File: config.mk
export PLATFORM = sky130hd
export DESIGN_NAME = ibex_register_file_sequencer
export DESIGN_NICKNAME = d
export VERILOG_FILES = /design/src/rtl/ibex_register_file_sequencer.sv
export SDC_FILE = /design/constraint.sdc
export NUM_CORES = 1
export LEC_CHECK = 0
export ABC_AREA = 1
export CAP_MARGIN = 20
export CORE_MARGIN = 2
export CORE_UTILIZATION = 40
export DETAILED_ROUTE_END_ITERATION = 7
export PLACE_DENSITY = 0.87
export SLEW_MARGIN = 20
export SYNTH_ARGS = -nofsm -noshare
export SYNTH_HDL_FRONTEND = slang
export SYNTH_SLANG_ARGS = --single-unit
File: constraint.sdc
create_clock -name clk_i -period 5.11 [get_ports clk_i]
set_input_delay 1.022 -clock clk_i [delete_from_list [all_inputs] [get_ports clk_i]]
set_output_delay 1.022 -clock clk_i [all_outputs]
set_load 0.02 [all_outputs]
File: src/rtl/ibex_register_file_sequencer.sv
// Saves (dump) or reloads (restore) x1..xLAST through the register-file ports once the core is halted.
// Dump beats leave on a valid/ready stream; restore beats arrive on one and are written straight through.
module ibex_register_file_sequencer #(
    parameter bit          RV32E     = 1'b0,
    parameter int unsigned DataWidth = 32
) (
    input  logic                 clk_i,
    input  logic                 rst_ni,
    input  logic                 start_i,
    input  logic                 mode_i,
    input  logic                 abort_i,
    output logic                 busy_o,
    output logic                 done_o,
    output logic                 stall_req_o,
    input  logic                 core_idle_i,
    output logic [4:0]           rf_raddr_o,
    input  logic [DataWidth-1:0] rf_rdata_i,
    output logic [4:0]           rf_waddr_o,
    output logic [DataWidth-1:0] rf_wdata_o,
    output logic                 rf_we_o,
    output logic                 dump_valid_o,
    input  logic                 dump_ready_i,
    output logic [4:0]           dump_addr_o,
    output logic [DataWidth-1:0] dump_data_o,
    input  logic                 rest_valid_i,
    output logic                 rest_ready_o,
    input  logic [DataWidth-1:0] rest_data_i,
    output logic [2:0]           state_o
);

    // Handshakes: a beat transfers on the rising clock edge where valid and ready are both high.
    // A dump beat, once valid, holds addr/data unchanged until accepted (or the operation is aborted).
    typedef enum logic [2:0] {
        S_IDLE      = 3'd0,
        S_WAIT_IDLE = 3'd1,
        S_DUMP      = 3'd2,
        S_RESTORE   = 3'd3,
        S_DONE      = 3'd4
    } state_e;

    localparam logic [4:0] LastIdx = RV32E ? 5'd15 : 5'd31;

    state_e               state_q;
    logic                 mode_q;
    logic [4:0]           idx_q;
    logic                 loaded_all_q;
    logic                 dump_valid_q;
    logic [4:0]           dump_addr_q;
    logic [DataWidth-1:0] dump_data_q;

    logic rest_fire;
    logic dump_load;
    logic dump_fire;

    assign rest_ready_o = (state_q == S_RESTORE) && core_idle_i && !abort_i;
    assign rest_fire    = rest_valid_i && rest_ready_o;

    // Output register refills whenever it is empty or its beat is leaving this cycle.
    assign dump_load = (state_q == S_DUMP) && core_idle_i && !abort_i && !loaded_all_q &&
                       (!dump_valid_q || dump_ready_i);
    assign dump_fire = dump_valid_q && dump_ready_i;

    assign busy_o       = (state_q != S_IDLE);
    assign stall_req_o  = (state_q != S_IDLE);
    assign done_o       = (state_q == S_DONE) && !abort_i;
    assign rf_raddr_o   = (state_q == S_DUMP) ? idx_q : 5'd0;
    assign rf_we_o      = rest_fire;
    assign rf_waddr_o   = rest_fire ? idx_q : 5'd0;
    assign rf_wdata_o   = rest_fire ? rest_data_i : '0;
    assign dump_valid_o = dump_valid_q;
    assign dump_addr_o  = dump_addr_q;
    assign dump_data_o  = dump_data_q;
    assign state_o      = state_q;

    always_ff @(posedge clk_i or negedge rst_ni) begin
        if (!rst_ni) begin
            state_q      <= S_IDLE;
            mode_q       <= 1'b0;
            idx_q        <= 5'd1;
            loaded_all_q <= 1'b0;
            dump_valid_q <= 1'b0;
            dump_addr_q  <= 5'd0;
            dump_data_q  <= '0;
        end else if (abort_i && (state_q != S_IDLE)) begin
            state_q      <= S_IDLE;
            idx_q        <= 5'd1;
            loaded_all_q <= 1'b0;
            dump_valid_q <= 1'b0;
        end else begin
            case (state_q)
                S_IDLE: begin
                    if (start_i) begin
                        state_q      <= S_WAIT_IDLE;
                        mode_q       <= mode_i;
                        idx_q        <= 5'd1;
                        loaded_all_q <= 1'b0;
                    end
                end
                S_WAIT_IDLE: begin
                    if (core_idle_i) begin
                        state_q <= mode_q ? S_RESTORE : S_DUMP;
                    end
                end
                S_DUMP: begin
                    if (dump_load) begin
                        dump_valid_q <= 1'b1;
                        dump_addr_q  <= idx_q;
                        dump_data_q  <= rf_rdata_i;
                        if (idx_q == LastIdx) begin
                            loaded_all_q <= 1'b1;
                        end else begin
                            idx_q <= idx_q + 5'd1;
                        end
                    end else if (dump_fire) begin
                        dump_valid_q <= 1'b0;
                    end
                    if (dump_fire && (dump_addr_q == LastIdx)) begin
                        state_q <= S_DONE;
                    end
                end
                S_RESTORE: begin
                    if (rest_fire) begin
                        if (idx_q == LastIdx) begin
                            state_q <= S_DONE;
                        end else begin
                            idx_q <= idx_q + 5'd1;
                        end
                    end
                end
                S_DONE: begin
                    state_q <= S_IDLE;
                end
                default: begin
                    state_q <= S_IDLE;
                end
            endcase
        end
    end

endmodule
==> results of run 1 <==
critical path: stages:
cell and delay, ns:
sky130_fd_sc_hd__clkdlybuf4s50_1 0.57, sky130_fd_sc_hd__nor3_4 0.25, sky130_fd_sc_hd__nand2_1 0.07, sky130_fd_sc_hd__buf_4 0.27, sky130_fd_sc_hd__nor2_1 0.14, sky130_fd_sc_hd__clkdlybuf4s50_1 0.62
cells in the final DEF, fill, tap and decap left out:
| cell type | count |
|---|---|
| sky130_fd_sc_hd__nor2_2 | 22 |
| sky130_fd_sc_hd__clkinv_1 | 1 |
| sky130_fd_sc_hd__clkinv_2 | 1 |
| sky130_fd_sc_hd__clkdlybuf4s50_1 | 158 |
| sky130_fd_sc_hd__inv_2 | 1 |
| sky130_fd_sc_hd__o211ai_1 | 1 |
| sky130_fd_sc_hd__dfstp_2 | 1 |
| sky130_fd_sc_hd__o31ai_1 | 1 |
| sky130_fd_sc_hd__ha_1 | 2 |
| sky130_fd_sc_hd__nor2_1 | 34 |
| sky130_fd_sc_hd__nor3b_1 | 1 |
| sky130_fd_sc_hd__o221ai_1 | 1 |
| sky130_fd_sc_hd__a21oi_1 | 4 |
| sky130_fd_sc_hd__inv_1 | 55 |
| sky130_fd_sc_hd__nor4_1 | 1 |
| sky130_fd_sc_hd__nor3_4 | 1 |
| sky130_fd_sc_hd__nand3_1 | 39 |
| sky130_fd_sc_hd__o21ai_0 | 2 |
| sky130_fd_sc_hd__dfrtp_1 | 47 |
| sky130_fd_sc_hd__a21boi_0 | 1 |
| sky130_fd_sc_hd__buf_4 | 3 |
| sky130_fd_sc_hd__nand2_2 | 1 |
| sky130_fd_sc_hd__nand2_1 | 106 |
| sky130_fd_sc_hd__clkbuf_8 | 5 |
| sky130_fd_sc_hd__nor3_1 | 1 |
| sky130_fd_sc_hd__nand3b_1 | 2 |
| sky130_fd_sc_hd__o21bai_1 | 5 |
| sky130_fd_sc_hd__nand3_2 | 1 |
| sky130_fd_sc_hd__clkbuf_1 | 1 |
| sky130_fd_sc_hd__o21ai_1 | 5 |
| sky130_fd_sc_hd__bufinv_16 | 1 |
through the flow:
stage,utilization [%],instances
5_1_grt,68.1,582
2_1_floorplan,-,353
3_5_place_dp,66.3,574
4_1_cts,68.0,582
6_report,68.1,582
3_3_place_gp,66.3,574
cells in the mapped netlist (2+ instances only):
cell type	count	area share, %
sky130_fd_sc_hd__buf_2	8	1.5
sky130_fd_sc_hd__buf_4	3	0.87
sky130_fd_sc_hd__dfrtp_1	47	45
sky130_fd_sc_hd__buf_6	2	0.87
sky130_fd_sc_hd__clkbuf_1	4	0.58
sky130_fd_sc_hd__nand3_1	39	7.5
sky130_fd_sc_hd__nor2_1	35	5.1
sky130_fd_sc_hd__ha_1	2	0.97
sky130_fd_sc_hd__o21ai_0	2	0.39
sky130_fd_sc_hd__a21oi_1	4	0.77
sky130_fd_sc_hd__nand2_1	106	15
sky130_fd_sc_hd__o21bai_1	5	1.5
sky130_fd_sc_hd__o21ai_1	5	0.97
sky130_fd_sc_hd__inv_1	55	8.0
sky130_fd_sc_hd__nor2_2	21	5.1
sky130_fd_sc_hd__nand3b_1	2	0.58
power breakdown:
group / internal, mW / switching (mW)
logic: 0.430 / 0.536
registers: 0.538 / 0.0989
clock network: 0.145 / 0.124
total: 1.11 / 0.759
flip-flops by register name (all words and copies together) (netlist names):
signal,cells
state_o,3
dump_data_o,32
dump_valid_o,1
loaded_all_q,1
mode_q,1
dump_addr_o,5
idx_q,5
cell families (layout without fill, tap and decap cells):
logic type	count (synthesis)	after routing	share of synthesized area, %
flops	48	48	46.5
fa+ha+maj	2	2	0.967
buf+inv	74	226	12.1
compound gates	20	20	4.79
simple gates	209	209	35.6
worst max-delay path by stage:
stage                       start             end  slack (ns)  cells past startpoint
final                     abort_i   rf_waddr_o[0]        1.13                      6
after global routing      abort_i  rf_wdata_o[10]        1.00                      6
after detailed placement  abort_i  rf_wdata_o[10]        1.11                      6
after floorplan           abort_i  rf_wdata_o[12]        2.00                      6
after global placement    abort_i   rf_wdata_o[0]        1.19                      6
after CTS                 abort_i  rf_wdata_o[10]        1.12                      6
layer usage:
metal / up-vias / routed length [um] / share of wire, %
li1: 1371 / - / -
met4: 0 / 85 / 1.1
met3: 11 / 601 / 7.9
met1: 1260 / 3220 / 42
met5: - / 0 / 0
met2: 123 / 3670 / 48
layout make-up:
| type | instances | share of cell area [%] |
|---|---|---|
| Clock buffer | 6 | 1.69 |
| Clock inverter | 2 | 0.815 |
| Inverter | 57 | 4.98 |
| Multi-Input combinational cell | 231 | 25.0 |
| Sequential cell | 48 | 28.0 |
| Tap cell | 77 | 2.24 |
| Timing Repair Buffer | 161 | 37.3 |
==> results.md, run 1 <==
* Run status: complete, no violations
* Met2 Usage GRT at 35.6%
* CTS tree: built
* Measured slew at the worst slew-check pin at between 0.9 and 1 ns
* Required time at the endpoint of the critical path at 4.09 ns
* Number of warnings issued by yosys at 0
* Final setup slack of the worst path at 1.13 ns
* Average cell area after synthesis at 7.33 um^2
* Count of flip-flops with a built-in enable after synthesis at 0
* Final period util at ~78%
* Port bufs at 159
* Number of hold violations in the final report at 0
* Leading register cell type out of synthesis: sky130_fd_sc_hd__dfrtp_1
* RSZ-0062 raised after global routing: false
* Largest net degree at the start of global routing at 49
* WHS at 0.476 ns
* Hold path cells at 2
* Clock net sink count at 48
* Syn Inst Count at 353
* Footprint of the flip-flops and latches at 1200 um^2
* Met3 Resource Use GR at just under 6%
* Relative max-transition margin at between 30% and 40%
* Final weighted congestion in routability-driven placement at 0.886
* Post-CTS setup buffers at 0
* Net count, final at 578
* Launch point of the worst reg-to-reg path: dump_valid_o
* Antenna violations before repair at 0
* Number of global-route vias before repair at 2705
* Via total after detailed routing at 2765
* IR Drop Worst-Case VDD at 0.294 mV
* First-pass GRT wire length at 12900 um
* Leakage power of the design at 2.11 nW
* Max-slew violation count at 0
* Setup-violating endpoint count in the final report at 0
* Initial DRC count at 179
* Critical hold path startpoint: dump_data_o[30]
* Area of the placeable core at 6310 um^2
* Length in cells of the worst reg-to-reg path at 6
* Minimum setup slack among reg-to-reg paths at around 2.5 ns
* Leftover overflow at the end of global routing at 0
* Cell Pwr Density at 436 nW/um^2
* Placement Setup Slack at 1.11 ns
* Total of hold buffers inserted after clock tree synthesis at 0
* Vertical die dimension at 84.4 um
* Endpoint arrival time on the critical path at about 3 ns
* Area growth syn-to-layout at 66.1%
* Number of cell rows at 29
* Clock buffer depth at 2
* Maximum clock frequency at 0.251 GHz
* Cell area after synthesis at 2590 um^2
* Total power at 1.87 mW
* DRC errors left at 0
* Total length of routed wires at 7580 um
* Skew-Pair Late Insertion Delay at between 0.2 and 0.3 ns
* Post-route standard cell area excluding fillers at 4300 um^2
* Post-route setup TNS at 0 ns
* Antenna viol nets, final at 0
* Clock-pin transition on the worst setup and hold timing paths at roughly 0.09 ns
* Category of the worst setup path capture point: output pin
* Shortest clock period the worst path allows after layout at around 4 ns
* CTS buffer count at 5
* Footprint of the multi-input gates at roughly 1100 um^2
* Die outline width at 84.4 um
* Worst Hold Path EP: dump_data_o[30]
* Number of synthesized register bits at 48
* Netlist cell types at 29
* Ratio of routed vias to standard cells at around 4.8
* Async S/R FF share, synth at 100%
* Detailed-router iteration count before antenna repair at 4
* Worst hold-check path type: reg -> reg
* Reg-to-Reg End: dump_addr_o[1]
* Share of post-route cells with drive strength above 1 at roughly 7.3%
* Average wire per standard cell at 13.0 um
* Number of fill cells at 516
* Ant. Diodes at 0
* CP Launch Type: primary input
* Boundary Pins at 160
* Area after detailed placement at 4190 um^2
* Max-capacitance violation count at 0
* Syn_nets at 427
* Met1 GRT Util at 29.4%
* # H-tree levels at 2
* Area of the die at 7130 um^2
* Overall global routing resource usage at approximately 22%
* Global routing's busiest layer: met2
* Initial standard-cell utilization of the core at about two fifths
* Category of the critical setup timing path: in -> out
* Largest clock skew in the final design at 0.00621 ns
* Sequential share of the synthesized area at 46.5%
* Post-CTS resize count at 0
* Highest net fanout along the worst path at 38
* Root buffer selected by CTS: sky130_fd_sc_hd__clkbuf_8
* DPL Wire Length at around 5700 um
Note: power is estimated with default switching activity, not from simulation.
==> inputs of run 2 (changes only) <==
--- a/config.mk
+++ b/config.mk
@@ -8,9 +8,9 @@
 export ABC_AREA = 1
 export CAP_MARGIN = 20
 export CORE_MARGIN = 2
-export CORE_UTILIZATION = 40
+export CORE_UTILIZATION = 37
 export DETAILED_ROUTE_END_ITERATION = 7
-export PLACE_DENSITY = 0.87
+export PLACE_DENSITY = 0.81
 export SLEW_MARGIN = 20
 export SYNTH_ARGS = -nofsm -noshare
 export SYNTH_HDL_FRONTEND = slang
==> constraint.sdc (replaced) <==
create_clock -name clk_i -period 3.84 [get_ports clk_i]
set_input_delay 0.768 -clock clk_i [delete_from_list [all_inputs] [get_ports clk_i]]
set_output_delay 0.768 -clock clk_i [all_outputs]
set_load 0.02 [all_outputs]
==> results.md, run 2 (same netlist as run 1, synthesis figures left out) <==
* Detailed-router iteration count before antenna repair at 4 (unchanged)
* Share of post-route cells with drive strength above 1 at 8.07% (was 7.33%)
* Most common cell after layout, fill and taps aside: sky130_fd_sc_hd__clkdlybuf4s50_1 (unchanged)
* Ant. Diodes at 0 (unchanged)
* Post-CTS setup buffers at 0 (unchanged)
* Worst hold-check path type: in -> async (was reg -> reg)
* Antenna viol nets, final at 0 (unchanged)
* Run status: complete, no violations (unchanged)
* Area of the placeable core at 6790 um^2 (was 6310 um^2)
* Required time at the endpoint of the critical path at 3.07 ns (was 4.09 ns)
* Largest net degree at the start of global routing at 49 (unchanged)
* Cells traversed along the worst timing path: clkdlybuf4s50_1, inv_1, nor3_4, nand2_1, buf_4, nor2_1, clkdlybuf4s50_1 (was clkdlybuf4s50_1, nor3_4, nand2_1, buf_4, nor2_1, clkdlybuf4s50_1)
* RSZ-0062 raised after global routing: false (unchanged)
* Category of the worst setup path capture point: output pin (unchanged)
* Highest net fanout along the worst path at 26 (was 38)
* Placement Setup Slack at 0.453 ns (was 1.11 ns)
* Vertical die dimension at 87.6 um (was 84.4 um)
* Final period util at 88.4%
* Setup-violating endpoint count in the final report at 0 (unchanged)
* CP Launch Type: primary input (unchanged)
* Average wire per standard cell at 12.4 um (was 13.0 um)
* IR Drop Worst-Case VDD at 0.416 mV (was 0.294 mV)
* Net count, final at 581 (was 578)
* Total of hold buffers inserted after clock tree synthesis at 0 (unchanged)
* Port bufs at 159 (unchanged)
* Initial DRC count at 100 (was 179)
* Shortest clock period the worst path allows after layout at 3.39 ns
* Number of cell rows at 30 (was 29)
* Clock buffer depth at 2 (unchanged)
* Number of hold violations in the final report at 0 (unchanged)
* Measured slew at the worst slew-check pin at 0.771 ns (was 0.936 ns)
* Post-route setup TNS at 0 ns (unchanged)
* Skew-Pair Late Insertion Delay at 0.30 ns (was 0.29 ns)
* Total length of routed wires at 7500 um (was 7580 um)
* Crit path top cell by count: sky130_fd_sc_hd__clkdlybuf4s50_1 (unchanged)
* Cell Pwr Density at 578 nW/um^2 (was 436 nW/um^2)
* Leftover overflow at the end of global routing at 0 (unchanged)
* DRC errors left at 0 (unchanged)
* CTS tree: built (unchanged)
* # H-tree levels at 2 (unchanged)
* Area growth syn-to-layout at 68.4% (was 66.1%)
* Largest register FFs at 32 (unchanged)
* Post-CTS resize count at 0 (unchanged)
* CTS buffer count at 5 (unchanged)
* Endpoint arrival time on the critical path at 2.63 ns (was 2.96 ns)
* Relative max-transition margin at 48.4% (was 37.2%)
* Worst stage delay on the critical path at 0.61 ns (was 0.62 ns)
* Via total after detailed routing at 2740 (was 2765)
* Number of global-route vias before repair at 2657 (was 2705)
* Antenna violations before repair at 0 (unchanged)
* Final setup slack of the worst path at 0.446 ns (was 1.13 ns)
* Leakage power of the design at 2.13 nW (was 2.11 nW)
* Largest clock skew in the final design at 0.00801 ns (was 0.00621 ns)
* DPL Wire Length at 5830 um (was 5720 um)
* Root buffer selected by CTS: sky130_fd_sc_hd__clkbuf_8 (unchanged)
* Clock net sink count at 48 (unchanged)
* Clock-pin transition on the worst setup and hold timing paths at 0.09 ns (about the same)
* Final weighted congestion in routability-driven placement at 0.910 (was 0.886)
* Max-slew violation count at 0 (unchanged)
* Maximum clock frequency at 0.295 GHz
* First-pass GRT wire length at 12000 um (was 12900 um)
* Overall global routing resource usage at 19.5% (was 22.0%)
* Crit path max-delay cell type: sky130_fd_sc_hd__clkdlybuf4s50_1 (unchanged)
* Boundary Pins at 160 (unchanged)
* Die outline width at 87.6 um (was 84.4 um)
* Area of the die at 7680 um^2 (was 7130 um^2)
* Max-capacitance violation count at 0 (unchanged)
* Commonest cells after routing, fill and taps aside: 158 x sky130_fd_sc_hd__clkdlybuf4s50_1, 106 x sky130_fd_sc_hd__nand2_1, 55 x sky130_fd_sc_hd__inv_1, 47 x sky130_fd_sc_hd__dfrtp_1, 39 x sky130_fd_sc_hd__nand3_1 (unchanged)
* Category of the critical setup timing path: in -> out (unchanged)
* Initial standard-cell utilization of the core at 38.1% (was 41.0%)
* Ratio of routed vias to standard cells at 4.54 (was 4.75)
==> run 2: worst paths after layout <==
path | start | to | slack [ns] | cells after the start
max | core_idle_i | rf_waddr_o[0] | 0.45 | 7
min | rst_ni | state_o[0] | 0.46 | 1
max reg2reg | dump_valid_o | dump_addr_o[4] | 1.86 | 7
min reg2reg | dump_data_o[17] | dump_data_o[17] | 0.48 | 2
max in group asynchronous | rst_ni | dump_addr_o[3] | 2.94 | 1
min in group clk_i | dump_data_o[17] | dump_data_o[17] | 0.48 | 2
==> run 2: power breakdown <==
group	leakage, nW	internal, mW	switching (mW)	total, mW
registers	0.623	0.716	0.133	0.849
logic	1.44	0.577	0.712	1.29
clock network	0.0614	0.213	0.169	0.381
==> run 2: critical path, delay by kind of cell <==
family                 cells  cell delay, ns
buffers and inverters      4            1.45
AND/OR/NAND/NOR            3            0.40
==> run 2: final cells by class <==
type	count	area, um^2
fillers	637	2440
repair buffers	164	1630
flip-flops and latches	48	1200
multi-input cells	231	1070
inverters	57	214
well taps	96	120
clock buffers	6	82.6
clock inverters	2	38.8
==> run 2: stage by stage <==
stage | cells | power [mW] | util [%] | hold WS (ns) | cell area, um^2
final | 604 | 2.52 | 64.1 | 0.458 | 4360
after global routing | 604 | 2.71 | 64.1 | 0.501 | 4360
after CTS | 604 | 2.55 | 64.1 | 0.479 | 4360
after detailed placement | 596 | 2.16 | 62.3 | 0.458 | 4230
after global placement | 596 | 2.13 | 62.3 | 0.452 | 4230
after floorplan | 353 | 1.52 | - | 0.441 | 2590
==> run 2: layer usage <==
metal	vias up	GRT usage [%]	routed length [um]
met2	111	35.3	3720
met4	0	3.92	47
met3	5	6.41	670
met1	1254	22.6	3060
li1	1370	-	-
met5	-	0	0
==> inputs of run 3 (changes only) <==
--- a/config.mk
+++ b/config.mk
@@ -8,9 +8,9 @@
 export ABC_AREA = 1
 export CAP_MARGIN = 20
 export CORE_MARGIN = 2
-export CORE_UTILIZATION = 37
+export CORE_UTILIZATION = 30
 export DETAILED_ROUTE_END_ITERATION = 7
-export PLACE_DENSITY = 0.81
+export PLACE_DENSITY = 0.68
 export SLEW_MARGIN = 20
 export SYNTH_ARGS = -nofsm -noshare
 export SYNTH_HDL_FRONTEND = slang
==> results.md, run 3 (same netlist as run 1, synthesis figures left out) <==
* Max-slew violation count at 0 (unchanged)
* Total power at 2.46 mW (was 2.52 mW)
* DRC errors left at 0 (unchanged)
* CTS buffer count at 5 (unchanged)
* Switching power at 1.02 mW (was 1.01 mW)
* Run status: complete, no violations (unchanged)
* Relative max-transition margin at 47.0% (was 48.4%)
* Clock net sink count at 48 (unchanged)
* Filler-free cell count of the finished design at 612 (was 604)
* CP Launch Type: primary input (unchanged)
* Via total after detailed routing at 2727 (was 2740)
* Number of cell rows at 33 (was 30)
* CTS tree: built (unchanged)
* Average wire per standard cell at 13.1 um (was 12.4 um)
* Minimum setup slack among reg-to-reg paths at 1.53 ns (was 1.86 ns)
* Measured slew at the worst slew-check pin at 0.793 ns (was 0.771 ns)
* Length in cells of the worst reg-to-reg path at 6 (was 7)
* Clock-pin transition on the worst setup and hold timing paths at 0.08 ns (was 0.09 ns)
* Final period util at 89.8% (was 88.4%)
* Post-CTS resize count at 0 (unchanged)
* Post-route setup TNS at 0 ns (unchanged)
* Post-CTS setup buffers at 0 (unchanged)
* # H-tree levels at 2 (unchanged)
* Category of the worst setup path capture point: output pin (unchanged)
* RSZ-0062 raised after global routing: false (unchanged)
* Antenna viol nets, final at 0 (unchanged)
* Boundary Pins at 160 (unchanged)
* Net count, final at 581 (unchanged)
* Shortest clock period the worst path allows after layout at 3.45 ns (was 3.39 ns)
* IR Drop Worst-Case VDD at 0.380 mV (was 0.416 mV)
* Number of global-route vias before repair at 2581 (was 2657)
* DPL Wire Length at 6210 um (was 5830 um)
* Setup-violating endpoint count in the final report at 0 (unchanged)
* Final weighted congestion in routability-driven placement at 0.869 (was 0.910)
* Total of hold buffers inserted after clock tree synthesis at 0 (unchanged)
* Sequential cell fraction of total power at 34.7% (was 33.7%)
* Total length of routed wires at 8010 um (was 7500 um)
* Largest register FFs at 32 (unchanged)
* Overall global routing resource usage at 16.9% (was 19.5%)
* Category of the critical setup timing path: in -> out (unchanged)
* Cell Pwr Density at 566 nW/um^2 (was 578 nW/um^2)
* Share of post-route cells with drive strength above 1 at 7.89% (was 8.07%)
* Initial standard-cell utilization of the core at 31.2% (was 38.1%)
* Worst hold-check path type: in -> async (unchanged)
* Vertical die dimension at 96.9 um (was 87.6 um)
* Port bufs at 159 (unchanged)
* Initial DRC count at 99 (was 100)
* Clock buffer depth at 2 (unchanged)
* Most common cell after layout, fill and taps aside: sky130_fd_sc_hd__clkdlybuf4s50_1 (unchanged)
* Leakage power of the design at 2.11 nW (was 2.13 nW)
* Endpoint arrival time on the critical path at 2.68 ns (was 2.63 ns)
* Die outline width at 96.9 um (was 87.6 um)
* Combinational fraction of design power at 52.7% (was 51.2%)
* Ratio of routed vias to standard cells at 4.46 (was 4.54)
* Area of the die at 9380 um^2 (was 7680 um^2)
* Largest clock skew in the final design at 0.00680 ns (was 0.00801 ns)
* Max-capacitance violation count at 0 (unchanged)
* Detailed-router iteration count before antenna repair at 4 (unchanged)
* Skew-Pair Late Insertion Delay at 0.29 ns (was 0.30 ns)
* Internal power of the cells at 1.44 mW (was 1.51 mW)
* Number of hold violations in the final report at 0 (unchanged)
* Commonest cells after routing, fill and taps aside: 158 x sky130_fd_sc_hd__clkdlybuf4s50_1, 106 x sky130_fd_sc_hd__nand2_1, 55 x sky130_fd_sc_hd__inv_1, 47 x sky130_fd_sc_hd__dfrtp_1, 39 x sky130_fd_sc_hd__nand3_1 (unchanged)
* Net switching fraction of the power at 41.5% (was 40.2%)
* Area growth syn-to-layout at 67.7% (was 68.4%)
* Maximum clock frequency at 0.290 GHz (was 0.295 GHz)
* Required time at the endpoint of the critical path at 3.07 ns (about the same)
* Placed insts at 605 (was 596)
* Clock network fraction of total power at 12.6% (was 15.1%)
* Leftover overflow at the end of global routing at 0 (unchanged)
* Ant. Diodes at 0 (unchanged)
* First-pass GRT wire length at 13000 um (was 12000 um)
* Antenna violations before repair at 0 (unchanged)
* Area of the placeable core at 8300 um^2 (was 6790 um^2)
* Highest net fanout along the worst path at 23 (was 26)
* Largest net degree at the start of global routing at 49 (unchanged)
* Root buffer selected by CTS: sky130_fd_sc_hd__clkbuf_8 (unchanged)
## run 3: cell types whose count changed in the layout (fill, tap and decap cells not counted), sizes merged
cell / change
bufinv: -1
## run 3: final cells by class
type                       instances  area [um^2]
sequential                        48         1200
multi-input combinational        231         1070
clock buffer                       6         82.6
clock inverter                     1         8.76
tap                              105          131
fill                             791         3960
inverter                          57          214
timing repair buffer             164         1630
## run 3: worst paths after layout
path | from | endpoint
worst max-delay path | core_idle_i | rf_wdata_o[18]
worst min-delay path | rst_ni | state_o[0]
worst max register to register | state_o[2] | dump_addr_o[3]
worst min register to register | dump_data_o[19] | dump_data_o[19]
max in group asynchronous | rst_ni | idx_q[2]
min in group clk_i | dump_data_o[19] | dump_data_o[19]
## run 3: layer usage
layer	track usage, %	routed length [um]	vias up
li1	-	-	1370
met1	22.3	3590	1237
met3	4.41	529	4
met2	28.0	3810	116
met5	0	0	-
met4	3.25	71	0
## run 3: critical path, cell delays in order
cell and delay (ns):
sky130_fd_sc_hd__clkdlybuf4s50_1 0.48, sky130_fd_sc_hd__inv_1 0.10, sky130_fd_sc_hd__nor3_4 0.17, sky130_fd_sc_hd__nand2_1 0.14
sky130_fd_sc_hd__buf_4 0.27, sky130_fd_sc_hd__nor2_2 0.12, sky130_fd_sc_hd__clkdlybuf4s50_1 0.62
## run 3: power groups by stage
| stage | clock network (mW) | logic, mW | registers [mW] |
|---|---|---|---|
| after floorplan | 0 | 0.439 | 1.08 |
| after global routing | 0.343 | 1.41 | 0.886 |
| after CTS | 0.320 | 1.31 | 0.853 |
| final | 0.309 | 1.29 | 0.851 |
| after detailed placement | 0 | 1.31 | 0.857 |
| after global placement | 0 | 1.29 | 0.854 |
## run 3: metrics by stage
step	area, um^2	utilization [%]	setup WS (ns)	hold WS (ns)
2_1_floorplan	2590	-	1.24	0.441
5_1_grt	4340	52.3	0.250	0.496
4_1_cts	4340	52.3	0.366	0.480
3_3_place_gp	4250	51.2	0.435	0.454
3_5_place_dp	4250	51.2	0.367	0.458
6_report	4340	52.3	0.393	0.475
